===== config.mk =====
export PLATFORM = sky130hd
export DESIGN_NAME = rggen_avalon_adapter
export DESIGN_NICKNAME = d
export VERILOG_FILES = /design/src/rtl/rggen_avalon_adapter.sv
export SDC_FILE = /design/constraint.sdc
export NUM_CORES = 1
export LEC_CHECK = 0
export CAP_MARGIN = 20
export CORE_ASPECT_RATIO = 1.25
export CORE_MARGIN = 2
export CORE_UTILIZATION = 41
export CTS_CLUSTER_SIZE = 25
export DETAILED_ROUTE_END_ITERATION = 6
export PLACE_DENSITY = 0.8
export SKIP_LAST_GASP = 1
export SLEW_MARGIN = 20
export SYNTH_ARGS = -nofsm -noshare
export SYNTH_HDL_FRONTEND = slang
export SYNTH_SLANG_ARGS = --single-unit

===== constraint.sdc =====
create_clock -name i_clk -period 1.6 [get_ports i_clk]
set_input_delay 0.32 -clock i_clk [delete_from_list [all_inputs] [get_ports i_clk]]
set_output_delay 0.32 -clock i_clk [all_outputs]
set_load 0.01 [all_outputs]

===== src/rtl/rggen_avalon_adapter.sv =====
// Avalon-MM agent front end for an rggen register block: accepts one command at a
// time, optionally checks the address window, and drives the rggen internal bus.
module rggen_avalon_adapter #(
    parameter int                     ADDRESS_WIDTH       = 8,
    parameter int                     LOCAL_ADDRESS_WIDTH = 8,
    parameter int                     BUS_WIDTH           = 32,
    parameter bit                     READ_STROBE         = 1'b1,
    parameter bit [ADDRESS_WIDTH-1:0] BASE_ADDRESS        = {ADDRESS_WIDTH{1'b0}},
    parameter bit                     ERROR_STATUS        = 1'b0
) (
    input  logic                           i_clk,
    input  logic                           i_rst,
    input  logic                           i_read,
    input  logic                           i_write,
    input  logic [ADDRESS_WIDTH-1:0]       i_address,
    input  logic [BUS_WIDTH/8-1:0]         i_byteenable,
    input  logic [BUS_WIDTH-1:0]           i_writedata,
    output logic                           o_waitrequest,
    output logic                           o_readdatavalid,
    output logic                           o_writeresponsevalid,
    output logic [1:0]                     o_response,
    output logic [BUS_WIDTH-1:0]           o_readdata,
    output logic                           o_bus_valid,
    output logic [1:0]                     o_bus_access,
    output logic [LOCAL_ADDRESS_WIDTH-1:0] o_bus_address,
    output logic [BUS_WIDTH-1:0]           o_bus_write_data,
    output logic [BUS_WIDTH/8-1:0]         o_bus_strobe,
    input  logic                           i_bus_ready,
    input  logic [1:0]                     i_bus_status,
    input  logic [BUS_WIDTH-1:0]           i_bus_read_data
);

    localparam int STRB_W = BUS_WIDTH / 8;
    localparam logic [1:0] ACCESS_READ   = 2'b10;
    localparam logic [1:0] ACCESS_WRITE  = 2'b11;
    localparam logic [1:0] RESP_DECERR   = 2'b11;

    typedef enum logic [1:0] {
        IDLE    = 2'd0,
        BUSY    = 2'd1,
        RESPOND = 2'd2
    } state_e;

    state_e                         state_r, state_s;
    logic                           accept_s;
    logic                           decode_error_s;
    logic                           bus_valid_r, bus_valid_s;
    logic [1:0]                     access_r, access_s;
    logic [LOCAL_ADDRESS_WIDTH-1:0] address_r, address_s;
    logic [BUS_WIDTH-1:0]           write_data_r, write_data_s;
    logic [STRB_W-1:0]              strobe_r, strobe_s;
    logic [1:0]                     response_r, response_s;
    logic [BUS_WIDTH-1:0]           read_data_r, read_data_s;
    logic                           rdv_r, rdv_s;
    logic                           wrv_r, wrv_s;

    // Only the bits above the local window take part in the window compare.
    generate
        if (ERROR_STATUS && (ADDRESS_WIDTH > LOCAL_ADDRESS_WIDTH)) begin : g_window
            assign decode_error_s =
                (i_address[ADDRESS_WIDTH-1:LOCAL_ADDRESS_WIDTH] !=
                 BASE_ADDRESS[ADDRESS_WIDTH-1:LOCAL_ADDRESS_WIDTH]);
        end else begin : g_no_window
            assign decode_error_s = 1'b0;
        end
    endgenerate

    assign accept_s = (state_r == IDLE) && (i_read || i_write);

    // State and output registers.
    always_ff @(posedge i_clk) begin
        if (i_rst) begin
            state_r      <= IDLE;
            bus_valid_r  <= 1'b0;
            access_r     <= 2'b00;
            address_r    <= {LOCAL_ADDRESS_WIDTH{1'b0}};
            write_data_r <= {BUS_WIDTH{1'b0}};
            strobe_r     <= {STRB_W{1'b0}};
            response_r   <= 2'b00;
            read_data_r  <= {BUS_WIDTH{1'b0}};
            rdv_r        <= 1'b0;
            wrv_r        <= 1'b0;
        end else begin
            state_r      <= state_s;
            bus_valid_r  <= bus_valid_s;
            access_r     <= access_s;
            address_r    <= address_s;
            write_data_r <= write_data_s;
            strobe_r     <= strobe_s;
            response_r   <= response_s;
            read_data_r  <= read_data_s;
            rdv_r        <= rdv_s;
            wrv_r        <= wrv_s;
        end
    end

    // Next-state logic.
    always_comb begin
        state_s = state_r;
        case (state_r)
            IDLE: begin
                if (accept_s) begin
                    state_s = decode_error_s ? RESPOND : BUSY;
                end else begin
                    state_s = IDLE;
                end
            end
            BUSY: begin
                if (i_bus_ready) begin
                    state_s = RESPOND;
                end else begin
                    state_s = BUSY;
                end
            end
            RESPOND: state_s = IDLE;
            default: state_s = IDLE;
        endcase
    end

    // Next values of the registered outputs; response strobes last one cycle.
    always_comb begin
        bus_valid_s  = 1'b0;
        access_s     = access_r;
        address_s    = address_r;
        write_data_s = write_data_r;
        strobe_s     = strobe_r;
        response_s   = response_r;
        read_data_s  = read_data_r;
        rdv_s        = 1'b0;
        wrv_s        = 1'b0;
        case (state_r)
            IDLE: begin
                if (accept_s) begin
                    access_s     = i_read ? ACCESS_READ : ACCESS_WRITE;
                    address_s    = i_address[LOCAL_ADDRESS_WIDTH-1:0];
                    write_data_s = i_writedata;
                    if (i_read && (READ_STROBE == 1'b0)) begin
                        strobe_s = {STRB_W{1'b1}};
                    end else begin
                        strobe_s = i_byteenable;
                    end
                    if (decode_error_s) begin
                        response_s  = RESP_DECERR;
                        read_data_s = {BUS_WIDTH{1'b0}};
                        rdv_s       = i_read;
                        wrv_s       = ~i_read;
                    end else begin
                        bus_valid_s = 1'b1;
                    end
                end else begin
                    bus_valid_s = 1'b0;
                end
            end
            BUSY: begin
                if (i_bus_ready) begin
                    response_s  = i_bus_status;
                    read_data_s = (access_r == ACCESS_READ) ? i_bus_read_data : {BUS_WIDTH{1'b0}};
                    rdv_s       = (access_r == ACCESS_READ);
                    wrv_s       = (access_r != ACCESS_READ);
                end else begin
                    bus_valid_s = 1'b1;
                end
            end
            RESPOND: bus_valid_s = 1'b0;
            default: bus_valid_s = 1'b0;
        endcase
    end

    assign o_waitrequest        = (state_r != IDLE);
    assign o_readdatavalid      = rdv_r;
    assign o_writeresponsevalid = wrv_r;
    assign o_response           = response_r;
    assign o_readdata           = read_data_r;
    assign o_bus_valid          = bus_valid_r;
    assign o_bus_access         = access_r;
    assign o_bus_address        = address_r;
    assign o_bus_write_data     = write_data_r;
    assign o_bus_strobe         = strobe_r;

endmodule


## Yosys cells after proc, flatten, opt, wreduce, memory -nomap -nowiden

Index checks and enable logic that the tools add are counted.

| storage, ports and cells | value |
|---|---|
| register bits | 85 |
| input port bits | 83 |

| cells by class | value |
|---|---|
| bitwise gates (word level) | 2 |
| equality and inequality tests | 3 |
| muxes and demuxes | 8 |
| reduce and logical (&&, ||, !) cells | 7 |

Operator list:

| kind | count |
|---|---|
| $mux W32 | 1 |
| $mux W1 | 4 |
| $pmux W2 S2 | 1 |
| $reduce_and A2 Y1 | 2 |
| $reduce_or A3 Y1 | 1 |
| $eq A2 B1 Y1 const B | 1 |
| $eq A2 B2 Y1 const B | 1 |
| $logic_not A2 Y1 | 1 |
| $mux W2 | 1 |
| $ne A2 B2 Y1 const B | 1 |
| $not A1 Y1 | 2 |
| $pmux W1 S2 | 1 |
| $reduce_bool A2 Y1 | 1 |
| $logic_and A1 B1 Y1 | 1 |
| $logic_or A1 B1 Y1 | 1 |

## Longest topological paths before layout

| logic depth | value |
|---|---|
| word-level depth | 4 |
| gate-level depth with buffers | 5 |

## Worst setup path before layout

OpenSTA, ideal clock, no wires.

| path | value |
|---|---|
| path kind | flip-flop to flip-flop |
| start point | reg state_r[0] |
| end point | reg address_r[0], in the netlist o_bus_address[0] |
| period minus slack after synthesis | 1162 ps |
| cell stages (with the launch flop) | 6 |
| arrival time | 1090 ps |
| slack | 438 ps |
| data required time | 1528 ps |
| cells stage by stage | dfxtp_1 -> nor2_2 -> o21a_4 -> buf_12 -> buf_12 -> mux2i_1 |

| between the ends | value |
|---|---|
| longest elaborated chain between the ends | 3 |

Ends and longest elaborated chain:

| item | line | RTL |
|---|---|---|
| start, declared | 44 | `state_e state_r, state_s;` |
| start signal, assigned | 84 | `state_r <= state_s;` |
| $logic_not A2 Y1 * | 68, 131 |  |
| $logic_and A1 B1 Y1 | 68 | `assign accept_s = (state_r == IDLE) && (i_read \|\| i_write);` |
| $reduce_and A2 Y1 (no line) * | - |  |
| end signal, assigned | 76 | `address_r <= {LOCAL_ADDRESS_WIDTH{1'b0}};` |
| end signal, assigned | 87 | `address_r <= address_s;` |
| end, declared | 49 | `logic [LOCAL_ADDRESS_WIDTH-1:0] address_r, address_s;` |

Every way passes the cells marked *; elsewhere a longest branch is shown, timed or not.
A chain may end at the register's enable or synchronous reset.

## Worst setup path in the final report

| path | value |
|---|---|
| start point | reg write_data_r[17], in the netlist o_bus_write_data[17] |
| end point | out o_bus_write_data[17] |

RTL lines:

| item | line | RTL |
|---|---|---|
| start, declared | 50 | `logic [BUS_WIDTH-1:0] write_data_r, write_data_s;` |
| start signal, assigned | 77 | `write_data_r <= {BUS_WIDTH{1'b0}};` |
| start signal, assigned | 88 | `write_data_r <= write_data_s;` |
| end, declared | 26 | `output logic [BUS_WIDTH-1:0] o_bus_write_data,` |

No word-level cell between the ends.

==> reports/summary.txt <==
CELLS AND AREA
--------------------------------------------------------------------------------
Combined flip-flop and latch cell area                              0.001685 mm2
Layout overhead on the synthesized area                                   54.44%
Share of the core filled with cells in the final layout                   64.42%
Ratio of cells with drive above 1 in the final layout                     6.818%
Post-Layout Inst Area                                               0.005544 mm2
Antenna diode instance count                                                   0
Final Net Count                                                              606
Area of combinational cells with multiple inputs                    0.001653 mm2
Fill cell instance count of the final layout                                 715

DETAILED ROUTING
--------------------------------------------------------------------------------
Drt first-iter violations                                                     77
Average routed wire per standard cell                                   13.53 um
Overall via count from detail_route                                         3019
Detailed Routing Iterations Pass 1                                             4
Wire length reported by the detailed router                              8767 um
Drt via density                                                            4.659
Antenna-violating nets left                                                    0
Number of remaining DRC errors                                                 0

YOSYS
--------------------------------------------------------------------------------
Register bit total from synthesis                                             84
Post-synth net total                                                         446
Sequential cell area fraction in the yosys report                         46.85%
Average size of a mapped cell                                          9.889 um2
Post-Synthesis Cell Area                                            0.003590 mm2
Count of synthesis-stage warnings from yosys                                   0
Synthesized instance count                                                   363
Number of distinct library cells after synthesis                              23

POWER
--------------------------------------------------------------------------------
PD cells                                                            828.1 mW/mm2
Maximum resistive drop on vdd                                           485.9 uV
Leakage component of the power                                          2.731 nW

GLOBAL ROUTING
--------------------------------------------------------------------------------
Vias in the first global route                                              3039
Wire length of the first global-routing pass                            13790 um
Number of antenna violations at the first check in global routing              0
Pin count of the biggest net entering global routing                          55
Global-route congestion overflow total                                         0
Global-route total usage across every layer                               18.25%

SETUP PATH
--------------------------------------------------------------------------------
Cell class contributing the biggest share of worst-path delay       buffers and inverters
Maximum fanout along the worst path                                            2
CP max stage delay                                                        560 ps
Worst endpoint data arrival time                                         1240 ps
Setup Crit Path Kind                                                     reg2out
Critical path launch point type                                             flop
Category of the worst setup path capture point                        output pin
Critical path data required time                                         1280 ps
Crit path buf inv count                                                        1
Cells traversed along the worst timing path                         clkdlybuf4s50_1
Cell with the biggest individual delay on the critical path         clkdlybuf4s50_1

CLOCKING
--------------------------------------------------------------------------------
CTS Root Buffer Type                                                    clkbuf_8
Number of buffers created by CTS                                               9
Clk_lat worst skew                                                        350 ps
CTS Sinks                                                                     84
Longest Clk Path Bufs                                                          2
Max H-tree Level                                                               3
Clock tree from TritonCTS                                                  built
CTS clk-pin slew, worst paths                                              80 ps

RUN STATUS
--------------------------------------------------------------------------------
Status                                                              finished clean

STA
--------------------------------------------------------------------------------
Aggregate negative setup slack                                              0 ps
Worst slew margin relative to its limit                                   74.21%
Worst clock skew on the final layout                                    5.973 ps
Worst hold margin                                                       385.6 ps
Number of max-slew violations in the final report                              0
Minimum period implied by the final worst setup slack                    1565 ps
Fmax                                                                  0.6391 GHz
Setup Viol. Count Final                                                        0
Final clock period utilization by the worst path                          97.79%
Slew @ Worst Pin                                                        386.8 ps
Final Hold Viols                                                               0

RUN
--------------------------------------------------------------------------------
Maximum capacitance violations                                                 0

FLOORPLAN
--------------------------------------------------------------------------------
Die extent in x                                                         87.69 um
Row count                                                                     38
Initial cell density of the core                                          41.71%
Io pins                                                                      167
DIE HEIGHT                                                              108.6 um
Core Region                                                         0.008606 mm2
Die area                                                            0.009524 mm2

PLACE
--------------------------------------------------------------------------------
Half-perimeter wire length of the detailed placement result              6293 um
Port Buffers                                                                 166
GPL Wtd Cong                                                              0.7562
Cell Area, Placed                                                   0.005284 mm2

MIN PATH
--------------------------------------------------------------------------------
Path type of the worst min-delay path                                     in2reg

==> cell usage after synthesis <==
master    number  area share, %
buf_2          2           0.28
nor2_1         1           0.10
buf_12         5            2.8
nor3b_4        1           0.52
a21oi_1        5           0.70
nand2_1        4           0.42
and3b_2        1           0.28
or3b_2         1           0.24
dfxtp_1       84             47
mux2i_1       44             12
o21ai_0       24            3.3
o21a_4         1           0.42
o21a_1         1           0.21
inv_1          2           0.21
and2_1         1           0.17
o21ai_1        9            1.3
nor2_2         1           0.17
nand3b_1       1           0.21
nand3_1       32            4.5
buf_6          8            2.5
a211oi_1       1           0.21
nand2b_1     120             21
clkbuf_1      14            1.5
==> through the flow <==
step	setup slack [ps]	power [mW]	cells
floorplan	438.3	2.842	363
global placement	73.60	3.328	632
detailed placement	26.62	3.346	632
CTS	2.266	4.665	648
global route	-15.68	4.825	648
finish	35.38	4.591	648
==> layer usage <==
layer  global-route usage [%]  vias to the layer above  routed length [um]
li1                         -                     1514                   -
met1                    20.49                     1390                3451
met2                    30.30                      104                4413
met3                    7.343                       11                 748
met4                    7.912                        0                 153
met5                        0                        -                   0
==> repair_timing <==
item                                   CTS  global route
buffers inserted                         0             0
endpoints found under the hold margin    0             0
hold buffers                             0             0
resized for setup                       14            38
gates cloned                             0             0
setup endpoints to repair               10            38
==> final cells by class <==
type                    instances  area share (%)
inverters                       2          0.1354
repair buffers                178           33.90
multi-input cells             248           29.81
clock buffers                  11           2.550
clock inverters                 5          0.4965
flip-flops and latches         84           30.40
well taps                     120           2.708
==> logic make-up (layout without fill, tap and decap cells) <==
family,count (synthesis),count (layout),synth area share [%]
compound gates,41,41,6.135
mux,44,44,12.27
simple gates,163,163,27.50
buf+inv,31,196,7.250
flops,84,84,46.85
==> registers in the layout, indices dropped and copies added (netlist names) <==
name                  flops
o_bus_strobe              4
o_writeresponsevalid      1
o_bus_address             8
o_readdatavalid           1
o_readdata               32
o_bus_write_data         32
o_bus_access              2
o_response                2
state_r                   2
==> where the power goes <==
group,switching (mW),leakage (nW),internal (mW)
sequential,0.0741,0.688,2.22
combinational,0.378,1.95,0.589
clock,0.733,0.0889,0.596
==> placed cells by master (no fill, tap or decap), types with 2 or more instances in the layout <==
cell type / instances
dfxtp_1: 81
clkbuf_8: 10
o21ai_1: 9
mux2i_1: 44
nand2_1: 4
dfxtp_2: 3
clkdlybuf4s50_1: 117
o21ai_0: 24
buf_12: 4
clkinv_2: 4
inv_1: 2
nand3_1: 32
dlymetal6s2s_1: 38
buf_4: 8
a21oi_1: 5
nand2b_1: 120
dlygate4sd2_1: 10
==> worst paths after layout <==
kind | endpoint | cells past startpoint | slack (ps) | from
worst max-delay path | o_bus_write_data[17] | 1 | 40 | o_bus_write_data[17]
worst min-delay path | o_readdata[1] | 3 | 390 | i_rst
worst max register to register | o_bus_write_data[4] | 4 | 370 | state_r[1]
worst min register to register | o_response[0] | 2 | 460 | o_response[0]
(Power assumes the default switching activity.)
